[src/rtl/pipe_stage_reg.sv]
`default_nettype none
// ============================================================================
//  Module   : pipe_stage_reg
//  Purpose  : Valid/ready pipeline register with registered outputs and flush.
//             Define PIPE_STAGE_REG_SKID_EN to add a skid slot, which gives
//             full throughput with a registered in_ready.
//  Revision : 1.0  initial release
// ============================================================================
module pipe_stage_reg #(
    parameter int DATA_W = 64,
    parameter int CTRL_W = 8
) (
    input  logic              clk,
    input  logic              reset,
    input  logic              in_valid,
    output logic              in_ready,
    input  logic [DATA_W-1:0] in_data,
    input  logic [CTRL_W-1:0] in_ctrl,
    input  logic              flush,
    output logic              out_valid,
    input  logic              out_ready,
    output logic [DATA_W-1:0] out_data,
    output logic [CTRL_W-1:0] out_ctrl,
    output logic [1:0]        occupancy
);

    // State codes equal the number of held entries.
    localparam logic [1:0] c_EMPTY = 2'd0;
    localparam logic [1:0] c_ONE   = 2'd1;
`ifdef PIPE_STAGE_REG_SKID_EN
    localparam logic [1:0] c_TWO   = 2'd2;
`endif

    logic [1:0]        r_state;
    logic [1:0]        w_state_next;
    logic [DATA_W-1:0] r_main_data;
    logic [CTRL_W-1:0] r_main_ctrl;
    logic              w_accept;
    logic              w_consume;
    logic              w_load_in;

    assign w_accept  = in_valid && in_ready;
    assign w_consume = out_valid && out_ready;
    // In ONE without a skid slot, an accept can only happen alongside a consume.
    assign w_load_in = w_accept && ((r_state == c_EMPTY) || w_consume);

    // State register
    always_ff @(posedge clk) begin
        if (reset) begin
            r_state <= c_EMPTY;
        end else begin
            r_state <= w_state_next;
        end
    end

    // Next-state logic
    always_comb begin
        w_state_next = r_state;
        if (flush) begin
            w_state_next = c_EMPTY;
        end else begin
            case (r_state)
                c_EMPTY: begin
                    if (w_accept) begin
                        w_state_next = c_ONE;
                    end
                end
                c_ONE: begin
`ifdef PIPE_STAGE_REG_SKID_EN
                    if (w_accept && !w_consume) begin
                        w_state_next = c_TWO;
                    end else
`endif
                    if (!w_accept && w_consume) begin
                        w_state_next = c_EMPTY;
                    end
                end
`ifdef PIPE_STAGE_REG_SKID_EN
                c_TWO: begin
                    if (w_consume) begin
                        w_state_next = c_ONE;
                    end
                end
`endif
                default: w_state_next = c_EMPTY;
            endcase
        end
    end

`ifdef PIPE_STAGE_REG_SKID_EN
    logic [DATA_W-1:0] r_skid_data;
    logic [CTRL_W-1:0] r_skid_ctrl;
    logic              r_in_ready;

    always_ff @(posedge clk) begin
        if (reset || flush) begin
            r_skid_data <= '0;
            r_skid_ctrl <= '0;
        end else if ((r_state == c_ONE) && w_accept && !w_consume) begin
            r_skid_data <= in_data;
            r_skid_ctrl <= in_ctrl;
        end
    end

    always_ff @(posedge clk) begin
        if (reset) begin
            r_in_ready <= 1'b1;
        end else begin
            r_in_ready <= (w_state_next != c_TWO);
        end
    end
`endif

    // Main slot: ctrl is cleared whenever the stage empties, data is kept.
    always_ff @(posedge clk) begin
        if (reset) begin
            r_main_data <= '0;
            r_main_ctrl <= '0;
        end else if (w_state_next == c_EMPTY) begin
            r_main_ctrl <= '0;
        end else if (w_load_in) begin
            r_main_data <= in_data;
            r_main_ctrl <= in_ctrl;
`ifdef PIPE_STAGE_REG_SKID_EN
        end else if ((r_state == c_TWO) && w_consume) begin
            r_main_data <= r_skid_data;
            r_main_ctrl <= r_skid_ctrl;
`endif
        end
    end

    // Output decode
    always_comb begin
        out_valid = (r_state != c_EMPTY);
        occupancy = r_state;
        out_data  = r_main_data;
        out_ctrl  = r_main_ctrl;
`ifdef PIPE_STAGE_REG_SKID_EN
        in_ready  = r_in_ready;
`else
        in_ready  = (r_state == c_EMPTY) || out_ready;
`endif
    end

endmodule
`default_nettype wire

[config.mk]
export PLATFORM = sky130hd
export DESIGN_NAME = pipe_stage_reg
export DESIGN_NICKNAME = d
export VERILOG_FILES = /design/src/rtl/pipe_stage_reg.sv
export SDC_FILE = /design/constraint.sdc
export NUM_CORES = 1
export LEC_CHECK = 0
export CAP_MARGIN = 10
export CORE_MARGIN = 2
export CORE_UTILIZATION = 39
export CTS_BUF_LIST = sky130_fd_sc_hd__clkbuf_8
export DETAILED_ROUTE_END_ITERATION = 8
export PLACE_DENSITY = 0.77
export SLEW_MARGIN = 20
export SYNTH_ARGS = -nofsm -noshare
export SYNTH_HDL_FRONTEND = slang
export SYNTH_SLANG_ARGS = --single-unit
[constraint.sdc]
create_clock -name clk -period 1.5 [get_ports clk]
set_clock_uncertainty 0.2 [all_clocks]
set_input_delay 0.3 -clock clk [delete_from_list [all_inputs] [get_ports clk]]
set_output_delay 0.3 -clock clk [all_outputs]
set_load 0.05 [all_outputs]
==> flow_summary.json, run 1 <==
{
  "run_status": "complete, but fails checks",
  "failed_checks": "setup timing",
  "multi_input_comb_area_sq_um": 1650,
  "grt_setup_unrepaired": "yes",
  "antenna-diode-count": 0,
  "avgRoutedWirePerCell_um": 14.1,
  "fin_area_sq_um": 6070,
  "worst_setup_path_end_kind": "primary output",
  "worst_ir_drop_vdd_mv": 0.511,
  "slowest_stage": "sky130_fd_sc_hd__dfxtp_4",
  "tritoncts_clock_tree": "done",
  "crit_buf_inv": 1,
  "fp.dieH_um": 96.2,
  "cts_hold_buf": 0,
  "worstHoldPathType": "input port to register",
  "drt_drc_violations_left": 0,
  "worstPathArrival_ps": 1110,
  "finalMaxSlewViolations": 0,
  "placement.io_buffers": 152,
  "fmaxAchievable_ghz": 0.622,
  "maxCapViolations": 0,
  "critical_path.max_stage_delay_ps": 370,
  "pin_count_of_the_biggest_net_entering_global_routing": 75,
  "die-area_sq_um": 9260,
  "worstSetupStartpointType": "register",
  "nFillCells": 534,
  "fin_total_pwr_w": 0.00468,
  "synthToLayoutAreaGrowth_pct": 82.8,
  "finalSetupViolCount": 66,
  "track_usage": 0.181,
  "cts_root_buf": "sky130_fd_sc_hd__clkbuf_8",
  "met1_track_demand_over_resource": 0.206,
  "groute.layer.met2.usage": 0.308,
  "clk_path_buf_depth": 2,
  "clock_sink_count": 74,
  "final-seq-area_sq_um": 1490,
  "hold_viol": 0,
  "fin_cells": 596,
  "netSwitchingFraction": 0.266,
  "clock_latency_ps": 330,
  "antenna_found_initial": 0,
  "clock_network_fraction_of_design_power": 0.324,
  "synth-seq-area-share": 0.446,
  "combinational_share_of_power": 0.227,
  "post_synth_inst_count": 322,
  "clock_tree.htree_level_count": 3,
  "synth.ff_latch_count": 74,
  "cell_internal_pwr_w": 0.00343,
  "gpl.final_weighted_congestion": 0.804,
  "synth_warnings": 0,
  "drive_gt1_frac": 0.257,
  "grt_pass1_wl_um": 13200,
  "number_of_cells_in_the_design_after_placement": 577,
  "critical_path_peak_fanout": 4,
  "ys_types": 19,
  "critPathRequiredTime_ps": 1000,
  "num_rows": 33,
  "via_count": 2755,
  "placeableCoreArea_sq_um": 8220,
  "final_nets": 564,
  "period_minus_slack_ps": 1610,
  "p_leak_nw": 2.28,
  "ios": 153,
  "timing.critical_path.cells": "or2_4 > buf_8",
  "gr-usage-met3": 0.0713,
  "die-width_um": 96.2,
  "detailed_place_hpwl_um": 6340,
  "clkTransAtPathRegs_ps": 70,
  "power.density_nw_per_um2": 771,
  "dr.first_iter.drc_count": 42,
  "dpl_cell_area_sq_um": 5730,
  "first_global_vias": 2851,
  "drt_pass1_iterations": 4,
  "post_synth.cell_area_avg_sq_um": 10.3,
  "p_seq_frac": 0.448,
  "numCtsBuffers": 9,
  "netlist_area_sq_um": 3320,
  "timing.setup.critical_path_class": "register to primary output",
  "synth.net_count": 399,
  "final.setup.tns_ps": -3650,
  "power.net_switching_w": 0.00124,
  "layout_setup_ws_ps": -109,
  "grt-busiest-layer": "met2",
  "avgViaCountPerCell": 4.62,
  "ant_nets": 0,
  "critical_path.top_delay_family": "flip-flops",
  "grt-ovfl-total": 0,
  "postRouteWirelength_um": 8410,
  "floorplan.initialDensity": 0.404,
  "final_min_period_over_clock_period": 1.07
}
[cell families after synthesis]
logic type             after synthesis  synth area share
AND/OR/NAND/NOR                    140             0.265
flip-flops                          74             0.446
multiplexers                        64             0.193
buffers and inverters               25            0.0656
AO/OA/AOI/OAI                       18            0.0287
other                                1           0.00113
[worst min-delay path, cell delays in order]
cell and delay (ps):
sky130_fd_sc_hd__buf_2 190, sky130_fd_sc_hd__nand2b_1 140, sky130_fd_sc_hd__mux2i_1 60
[synth_stat cells, drive strengths merged]
| cell type | instances | share of area |
|---|---|---|
| nand2b | 128 | 0.24 |
| dfxtp | 74 | 0.45 |
| mux2i | 64 | 0.19 |
| clkbuf | 14 | 0.016 |
| o21ai | 9 | 0.014 |
| a21oi | 8 | 0.012 |
| buf | 8 | 0.046 |
| nand3 | 8 | 0.012 |
| inv | 2 | 0.0030 |
| clkinv | 1 | 0.0011 |
| conb | 1 | 0.0011 |
| nor2b | 1 | 0.0019 |
| nor3 | 1 | 0.0015 |
| nor4 | 1 | 0.0064 |
| o21ba | 1 | 0.0030 |
| or2 | 1 | 0.0019 |
[what timing repair did]
item | CTS | global route
setup buffers | 2 | 0
pin swaps | 2 | 1
gates resized for setup | 19 | 5
cloned | 1 | 1
endpoints found under the setup margin | 66 | 66
[path summary, 6_finish.rpt]
| check | from | slack [ps] | cells past startpoint | end |
|---|---|---|---|---|
| min | reset | 210 | 3 | out_data[48]$_SDFFE_PP0P_ |
| min reg2reg | out_data[31]$_SDFFE_PP0P_ | 310 | 2 | out_data[31]$_SDFFE_PP0P_ |
| max reg2reg | occupancy[1]$_SDFF_PP0_ | -110 | 5 | out_data[23]$_SDFFE_PP0P_ |
| max | occupancy[1]$_SDFF_PP0_ | -110 | 2 | out_valid |
[registers in the layout, summed over array words and instances, names as in the netlist]
register   flops
out_data      64
out_ctrl       8
occupancy      2
[final cells by class]
class	count	share of cell area
Timing Repair Buffer	176	0.426
Multi-Input combinational cell	223	0.272
Sequential cell	74	0.245
Clock buffer	10	0.0227
Tap cell	105	0.0217
Clock inverter	5	0.00887
Inverter	3	0.00309
[layout by cell type, fill, tap and decap left out, types with 2 or more instances in the layout]
cell and n:
sky130_fd_sc_hd__nand2b_1 128, sky130_fd_sc_hd__dfxtp_1 72, sky130_fd_sc_hd__dlygate4sd2_1 2, sky130_fd_sc_hd__buf_8 3, sky130_fd_sc_hd__mux2i_1 62, sky130_fd_sc_hd__buf_12 79
sky130_fd_sc_hd__a21oi_1 8, sky130_fd_sc_hd__nand3_1 8, sky130_fd_sc_hd__clkinv_2 2, sky130_fd_sc_hd__inv_4 2, sky130_fd_sc_hd__o21ai_0 8, sky130_fd_sc_hd__dfxtp_4 2
sky130_fd_sc_hd__buf_6 8, sky130_fd_sc_hd__buf_4 8, sky130_fd_sc_hd__clkdlybuf4s50_1 72, sky130_fd_sc_hd__clkbuf_8 10
[stage by stage]
stage	setup WS [ps]	hold WS, ps	utilization
3_5_place_dp	-525	299	0.697
3_3_place_gp	-462	294	0.697
4_1_cts	-123	196	0.733
5_1_grt	-151	234	0.738
6_report	-109	206	0.738
2_1_floorplan	8.93	248	-
[power by group through the flow]
stage               sequential (W)  clock (W)  combinational (W)
finish                     0.00210    0.00152            0.00106
global route               0.00210    0.00164            0.00112
CTS                        0.00210    0.00157            0.00106
detailed placement         0.00215          0            0.00103
global placement           0.00214          0            0.00102
floorplan                  0.00233          0           0.000286
[routing by layer]
| layer | part of all wire | vias up | wire [um] |
|---|---|---|---|
| met5 | 0 | - | 0 |
| met4 | 0.016 | 0 | 135 |
| met3 | 0.10 | 13 | 860 |
| met2 | 0.48 | 109 | 4020 |
| met1 | 0.40 | 1260 | 3390 |
| li1 | - | 1373 | - |
(Power assumes the default switching activity.)
==> inputs of run 2 (changes only) <==
--- a/config.mk
+++ b/config.mk
@@ -5,12 +5,15 @@
 export SDC_FILE = /design/constraint.sdc
 export NUM_CORES = 1
 export LEC_CHECK = 0
+export ABC_AREA = 1
 export CAP_MARGIN = 10
+export CORE_ASPECT_RATIO = 0.5
 export CORE_MARGIN = 2
-export CORE_UTILIZATION = 39
+export CORE_UTILIZATION = 40
 export CTS_BUF_LIST = sky130_fd_sc_hd__clkbuf_8
 export DETAILED_ROUTE_END_ITERATION = 8
-export PLACE_DENSITY = 0.77
+export PLACE_DENSITY = 0.76
+export RECOVER_POWER = 100
 export SLEW_MARGIN = 20
 export SYNTH_ARGS = -nofsm -noshare
 export SYNTH_HDL_FRONTEND = slang
==> run 2 against run 1 <==
Against the previous run: the flow still finishes with violations (setup timing); global-route usage up 3.1 points; critical endpoint is now out_data[7]$_SDFFE_PP0P_; maximum frequency up 1.6%; power is 3.6% higher; largest cell class unchanged.
==> flow_summary.json, run 2 <==
{
  "post_synth_arst_share": 0,
  "hold_path_startpoint": "out_ctrl[3]$_SDFFE_PP0P_",
  "placeableCoreArea_sq_um": 8890,
  "worstSetupStartpointType": "register",
  "layout.cells.most_common": "sky130_fd_sc_hd__inv_1",
  "run_status": "complete, but fails checks",
  "netlist_area_sq_um": 3730,
  "ant_nets": 0,
  "cts_root_buf": "sky130_fd_sc_hd__clkbuf_8",
  "clock_network_fraction_of_design_power": 0.318,
  "synthTopCellsByCount": "sky130_fd_sc_hd__inv_1 (197), sky130_fd_sc_hd__nand2_1 (131), sky130_fd_sc_hd__nor2_1 (80), sky130_fd_sc_hd__dfxtp_1 (74), sky130_fd_sc_hd__nand4_1 (64)",
  "grt-ovfl-total": 0,
  "p_leak_nw": 2.98,
  "min_delay_worst_endpoint": "out_ctrl[3]$_SDFFE_PP0P_",
  "drt_pass1_iterations": 4,
  "post_synth_inst_count": 594,
  "finalMaxSlewViolations": 0,
  "clock_latency_ps": 340,
  "ys.flop_type": "sky130_fd_sc_hd__dfxtp_1",
  "avgViaCountPerCell": 4.44,
  "via_count": 3866,
  "period_minus_slack_ps": 1580,
  "track_usage": 0.213,
  "antenna_found_initial": 0,
  "floorplan.initialDensity": 0.420,
  "timing.setup.critical_path_class": "register to register",
  "grt_pass1_wl_um": 17300,
  "r2r-start": "occupancy[1]$_SDFF_PP0_",
  "tritoncts_clock_tree": "done",
  "largest_reg_flops": 64,
  "num_rows": 24,
  "synthDominantAreaCellType": "sky130_fd_sc_hd__dfxtp_1",
  "post_synth_edffs": 0,
  "synthMostInstantiatedCell": "sky130_fd_sc_hd__inv_1",
  "synthToLayoutAreaGrowth_pct": 49.0,
  "grt_setup_unrepaired": "yes",
  "drt_drc_violations_left": 0,
  "power.net_switching_w": 0.00149,
  "worstPathArrival_ps": 1660,
  "ios": 153,
  "synth_top_cells_by_area": "sky130_fd_sc_hd__dfxtp_1 (40%), sky130_fd_sc_hd__inv_1 (20%), sky130_fd_sc_hd__nand2_1 (13%), sky130_fd_sc_hd__nand4_1 (11%), sky130_fd_sc_hd__nor2_1 (8.1%)",
  "drive_gt1_frac": 0.176,
  "clock_tree.htree_level_count": 3,
  "die-width_um": 141,
  "whs_path_depth": 2,
  "hold_viol": 0,
  "postRouteWirelength_um": 10700,
  "worstReg2RegEnd": "out_data[7]$_SDFFE_PP0P_",
  "synth.net_count": 671,
  "final.setup.tns_ps": -2460,
  "power.density_nw_per_um2": 872,
  "worst_setup_path_end_kind": "register",
  "fmaxAchievable_ghz": 0.632,
  "avgRoutedWirePerCell_um": 12.3,
  "netSwitchingFraction": 0.307,
  "cts_hold_buf": 0,
  "p_seq_frac": 0.432,
  "synth_top_cell_area_share": 0.397,
  "clock_sink_count": 74,
  "setup.reg_to_reg.worst_slack_ps": -80,
  "antenna-diode-count": 0,
  "layout_setup_ws_ps": -83.1,
  "ys_types": 16,
  "post_synth.cell_area_avg_sq_um": 6.28,
  "critical_path_peak_fanout": 19,
  "fp.dieH_um": 72.3,
  "combinational_share_of_power": 0.250,
  "synth_warnings": 0,
  "pin_count_of_the_biggest_net_entering_global_routing": 34,
  "final_nets": 826,
  "die-area_sq_um": 10200,
  "dr.first_iter.drc_count": 256,
  "critPathRequiredTime_ps": 1570,
  "maxCapViolations": 0,
  "final_min_period_over_clock_period": 1.06,
  "clk_path_buf_depth": 2,
  "finalSetupViolCount": 65,
  "synth.ff_latch_count": 74,
  "placement.io_buffers": 152,
  "worstRegToRegCells": 8,
  "numCtsBuffers": 9,
  "worst_ir_drop_vdd_mv": 0.400,
  "synth-seq-area-share": 0.397,
  "cell_internal_pwr_w": 0.00336,
  "fin_total_pwr_w": 0.00485,
  "first_global_vias": 3703,
  "clkTransAtPathRegs_ps": 80,
  "failed_checks": "setup timing",
  "detailed_place_hpwl_um": 7580,
  "gpl.final_weighted_congestion": 0.810,
  "worstHoldPathType": "register to register",
  "layout_common_cells": "sky130_fd_sc_hd__inv_1 (193), sky130_fd_sc_hd__nand2_1 (126), sky130_fd_sc_hd__nor2_1 (81), sky130_fd_sc_hd__clkdlybuf4s50_1 (74), sky130_fd_sc_hd__dfxtp_1 (72)"
}
## run 2: cell count changes after synthesis, sizes merged, moves of 19 or more
cell,previous run,this run
inv,2,197
buf,8,27
nand2b,128,0
nand4,0,64
mux2i,64,0
nand2,0,131
nor2,0,82
## run 2: cells by family after synthesis
family	count (synthesis)	synth area share
AND/OR/NAND/NOR	278	0.329
buffers and inverters	231	0.256
flip-flops	74	0.397
AO/OA/AOI/OAI	10	0.0164
other	1	0.00101
## run 2: power by group through the flow
stage	registers, W	logic (W)	clock network [W]
CTS	0.00214	0.00141	0.00158
global placement	0.00218	0.00137	0
finish	0.00209	0.00121	0.00154
detailed placement	0.00219	0.00139	0
global route	0.00210	0.00131	0.00167
floorplan	0.00244	0.000411	0
## run 2: final cells by class
| cell class | count | area (sq um) |
|---|---|---|
| fill | 783 | 3330 |
| timing repair buffer | 177 | 1670 |
| sequential | 74 | 1490 |
| multi-input combinational | 290 | 1310 |
| inverter | 197 | 739 |
| clock buffer | 14 | 193 |
| tap | 117 | 146 |
| clock inverter | 2 | 8.76 |
## run 2: stage by stage
step / hold WS (ps) / cell area (sq um) / util / setup slack (ps) / std cells
after global placement: 318 / 6190 / 0.697 / -315 / 851
after floorplan: 267 / 3730 / - / 47.1 / 594
after global routing: 301 / 5560 / 0.625 / -161 / 871
after CTS: 334 / 6430 / 0.723 / -108 / 869
final: 285 / 5560 / 0.625 / -83.1 / 871
after detailed placement: 324 / 6190 / 0.697 / -377 / 851
## run 2: timing repair
action | in CTS | in global routing
gates resized for setup | 10 | 9
pin swaps | 4 | 3
gates cloned | 0 | 1
buffers inserted | 2 | 1
endpoints found under the setup margin | 11 | 75
endpoints found under the hold margin | 0 | 0
## run 2: how the worst max path moves through the flow
stage | from | end | slack (ps) | depth (start not counted)
CTS | occupancy[1]$_SDFF_PP0_ | in_ready | -110 | 3
global route | occupancy[1]$_SDFF_PP0_ | out_data[7]$_SDFFE_PP0P_ | -160 | 8
detailed placement | out_ready | out_ctrl[5]$_SDFFE_PP0P_ | -380 | 7
floorplan | occupancy[1]$_SDFF_PP0_ | out_valid | 50 | 2
global placement | out_ready | out_ctrl[3]$_SDFFE_PP0P_ | -310 | 7
finish | occupancy[1]$_SDFF_PP0_ | out_data[7]$_SDFFE_PP0P_ | -80 | 8
## run 2: routing by layer
layer	vias up	track usage	wire, um
met1	1720	0.249	4620
met3	26	0.0528	483
li1	2007	-	-
met2	113	0.389	5310
met5	-	0	0
met4	0	0.0733	297
## run 2: critical path, stage by stage (launching register included)
cell,delay [ps]
sky130_fd_sc_hd__dfxtp_4,360
sky130_fd_sc_hd__buf_4,140
sky130_fd_sc_hd__nor2_4,150
sky130_fd_sc_hd__buf_12,140
sky130_fd_sc_hd__nand3_4,110
sky130_fd_sc_hd__buf_12,180
sky130_fd_sc_hd__nand2_1,60
sky130_fd_sc_hd__inv_1,40
sky130_fd_sc_hd__nor2_1,130
==> inputs of run 3 (changes only) <==
--- a/config.mk
+++ b/config.mk
@@ -13,7 +13,7 @@
 export CTS_BUF_LIST = sky130_fd_sc_hd__clkbuf_8
 export DETAILED_ROUTE_END_ITERATION = 8
 export PLACE_DENSITY = 0.76
-export RECOVER_POWER = 100
+export RECOVER_POWER = 25
 export SLEW_MARGIN = 20
 export SYNTH_ARGS = -nofsm -noshare
 export SYNTH_HDL_FRONTEND = slang
==> run 3 against run 2 <==
Against the previous run: the run still ends with setup timing left; die area unchanged; global-route usage unchanged; sequential power rose by 2%; setup slack improved by 0.61 ps; maximum frequency hardly changed.
==> flow_summary.json, run 3 (synthesis gave the netlist of run 2 again) <==
{
  "critical_path.endpoint": "out_data[7]$_SDFFE_PP0P_",
  "finalSetupViolCount": 65,
  "die-width_um": 141,
  "via_count": 3860,
  "final.setup.tns_ps": -2420,
  "failed_checks": "setup timing",
  "critical_path_peak_fanout": 19,
  "track_usage": 0.213,
  "antenna_found_initial": 0,
  "combinational_share_of_power": 0.270,
  "slowest_stage": "sky130_fd_sc_hd__dfxtp_4",
  "synthToLayoutAreaGrowth_pct": 66.4,
  "ant_nets": 0,
  "antenna-diode-count": 0,
  "layout_setup_ws_ps": -82.5,
  "drt_drc_violations_left": 0,
  "detailed_place_hpwl_um": 7580,
  "num_rows": 24,
  "finalMaxSlewViolations": 0,
  "avgViaCountPerCell": 4.43,
  "gr-usage-met3": 0.0528,
  "die-area_sq_um": 10200,
  "pin_count_of_the_biggest_net_entering_global_routing": 34,
  "grt_setup_unrepaired": "yes",
  "numCtsBuffers": 9,
  "critical_path.top_delay_family": "buffers and inverters",
  "period_minus_slack_ps": 1580,
  "hold_viol": 0,
  "cell_internal_pwr_w": 0.00351,
  "p_seq_frac": 0.424,
  "tritoncts_clock_tree": "done",
  "power.density_nw_per_um2": 809,
  "met1_track_demand_over_resource": 0.249,
  "worstSetupStartpointType": "register",
  "clock_network_fraction_of_design_power": 0.306,
  "critPathRequiredTime_ps": 1570,
  "drive_gt1_frac": 0.176,
  "timing.critical_path.from": "occupancy[1]$_SDFF_PP0_",
  "fmaxAchievable_ghz": 0.632,
  "fin_cells": 871,
  "grt_pass1_wl_um": 17300,
  "p_leak_nw": 3.16,
  "worst_ir_drop_vdd_mv": 0.418,
  "netSwitchingFraction": 0.302,
  "r2r-start": "occupancy[1]$_SDFF_PP0_",
  "cts_hold_buf": 0,
  "run_status": "complete, but fails checks",
  "timing.setup.critical_path_class": "register to register",
  "clock_sink_count": 74,
  "largest_reg_flops": 64,
  "placeableCoreArea_sq_um": 8890,
  "clkTransAtPathRegs_ps": 80,
  "fp.dieH_um": 72.3,
  "layout.cells.most_common": "sky130_fd_sc_hd__inv_1",
  "worstPathArrival_ps": 1650,
  "cts_root_buf": "sky130_fd_sc_hd__clkbuf_8",
  "dr.first_iter.drc_count": 262,
  "worstRegToRegCells": 8,
  "ios": 153,
  "grt-busiest-layer": "met2",
  "final_nets": 826,
  "postRouteWirelength_um": 10600,
  "cp_num_cells": 8,
  "worstHoldPathType": "register to register",
  "clk_path_buf_depth": 2,
  "layout_common_cells": "sky130_fd_sc_hd__inv_1 (193), sky130_fd_sc_hd__nand2_1 (126), sky130_fd_sc_hd__nor2_1 (81), sky130_fd_sc_hd__clkdlybuf4s50_1 (74), sky130_fd_sc_hd__dfxtp_1 (72)",
  "avgRoutedWirePerCell_um": 12.2,
  "setup.reg_to_reg.worst_slack_ps": -80,
  "groute.layer.met2.usage": 0.389,
  "clock_tree.htree_level_count": 3,
  "placement.io_buffers": 152,
  "floorplan.initialDensity": 0.420,
  "maxCapViolations": 0,
  "utilization": 0.698,
  "gpl.final_weighted_congestion": 0.810,
  "power.net_switching_w": 0.00152,
  "first_global_vias": 3703,
  "number_of_cells_in_the_design_after_placement": 851,
  "timing.critical_path.cells": "buf_4 > nor2_4 > buf_12 > nand3_4 > buf_12 > nand2_1 > inv_1 > nor2_1",
  "critical_path.max_stage_delay_ps": 360,
  "path_common_cell": "sky130_fd_sc_hd__buf_12",
  "worst_setup_path_end_kind": "register",
  "worstReg2RegEnd": "out_data[7]$_SDFFE_PP0P_",
  "crit_buf_inv": 4,
  "drt_pass1_iterations": 4,
  "final_min_period_over_clock_period": 1.05,
  "grt-ovfl-total": 0,
  "clock_latency_ps": 330
}
[run 3: cell count changes in the layout (fill, tap and decap cells not counted)]
cell,change
sky130_fd_sc_hd__buf_12,+52
sky130_fd_sc_hd__clkbuf_4,-52
[run 3: worst register-to-register path, cell delays in order, from the launching register on]
cell and delay, ps:
sky130_fd_sc_hd__dfxtp_4 360, sky130_fd_sc_hd__buf_4 150, sky130_fd_sc_hd__nor2_4 150, sky130_fd_sc_hd__buf_12 140
sky130_fd_sc_hd__nand3_4 110, sky130_fd_sc_hd__buf_12 180, sky130_fd_sc_hd__nand2_1 60, sky130_fd_sc_hd__inv_1 40
sky130_fd_sc_hd__nor2_1 130
[run 3: how the worst min path moves through the flow]
stage / end / from / slack, ps / cells past startpoint
2_1_floorplan: out_ctrl[0]$_SDFFE_PP0P_ / in_ctrl[0] / 270 / 2
3_3_place_gp: out_ctrl[2]$_SDFFE_PP0P_ / out_ctrl[2]$_SDFFE_PP0P_ / 320 / 2
3_5_place_dp: out_ctrl[7]$_SDFFE_PP0P_ / out_ctrl[7]$_SDFFE_PP0P_ / 320 / 2
4_1_cts: out_ctrl[7]$_SDFFE_PP0P_ / out_ctrl[7]$_SDFFE_PP0P_ / 330 / 2
5_1_grt: out_ctrl[3]$_SDFFE_PP0P_ / out_ctrl[3]$_SDFFE_PP0P_ / 300 / 2
6_report: out_ctrl[3]$_SDFFE_PP0P_ / out_ctrl[3]$_SDFFE_PP0P_ / 280 / 2
[run 3: layout make-up]
cell class	instances	area, sq um
clock inverters	2	8.76
flip-flops and latches	74	1490
clock buffers	14	193
inverters	197	739
multi-input cells	290	1310
fillers	697	2680
repair buffers	177	2320
well taps	117	146
[run 3: stage by stage]
| stage | area [sq um] | setup slack (ps) | total power, W | hold WS [ps] |
|---|---|---|---|---|
| after global placement | 6190 | -315 | 0.00356 | 318 |
| after floorplan | 3730 | 47.1 | 0.00285 | 267 |
| final | 6210 | -82.5 | 0.00502 | 281 |
| after detailed placement | 6190 | -377 | 0.00358 | 324 |
| after global routing | 6210 | -161 | 0.00527 | 301 |
| after CTS | 6430 | -108 | 0.00513 | 334 |
[run 3: power by group through the flow]
stage               clock (W)  combinational, W  sequential [W]
CTS                   0.00158           0.00141         0.00214
global route          0.00167           0.00146         0.00214
finish                0.00154           0.00136         0.00213
floorplan                   0          0.000411         0.00244
detailed placement          0           0.00139         0.00219
global placement            0           0.00137         0.00218
[run 3: per-layer routing]
metal / part of all wire / wire length [um]
met2: 0.51 / 5400
met3: 0.047 / 504
met1: 0.42 / 4490
met5: 0 / 0
met4: 0.023 / 243
[run 3: repair_timing]
action,in CTS,in global routing
cloned,0,1
endpoints found under the setup margin,11,75
pin swaps,4,3
resized for setup,10,9
setup buffers,2,1
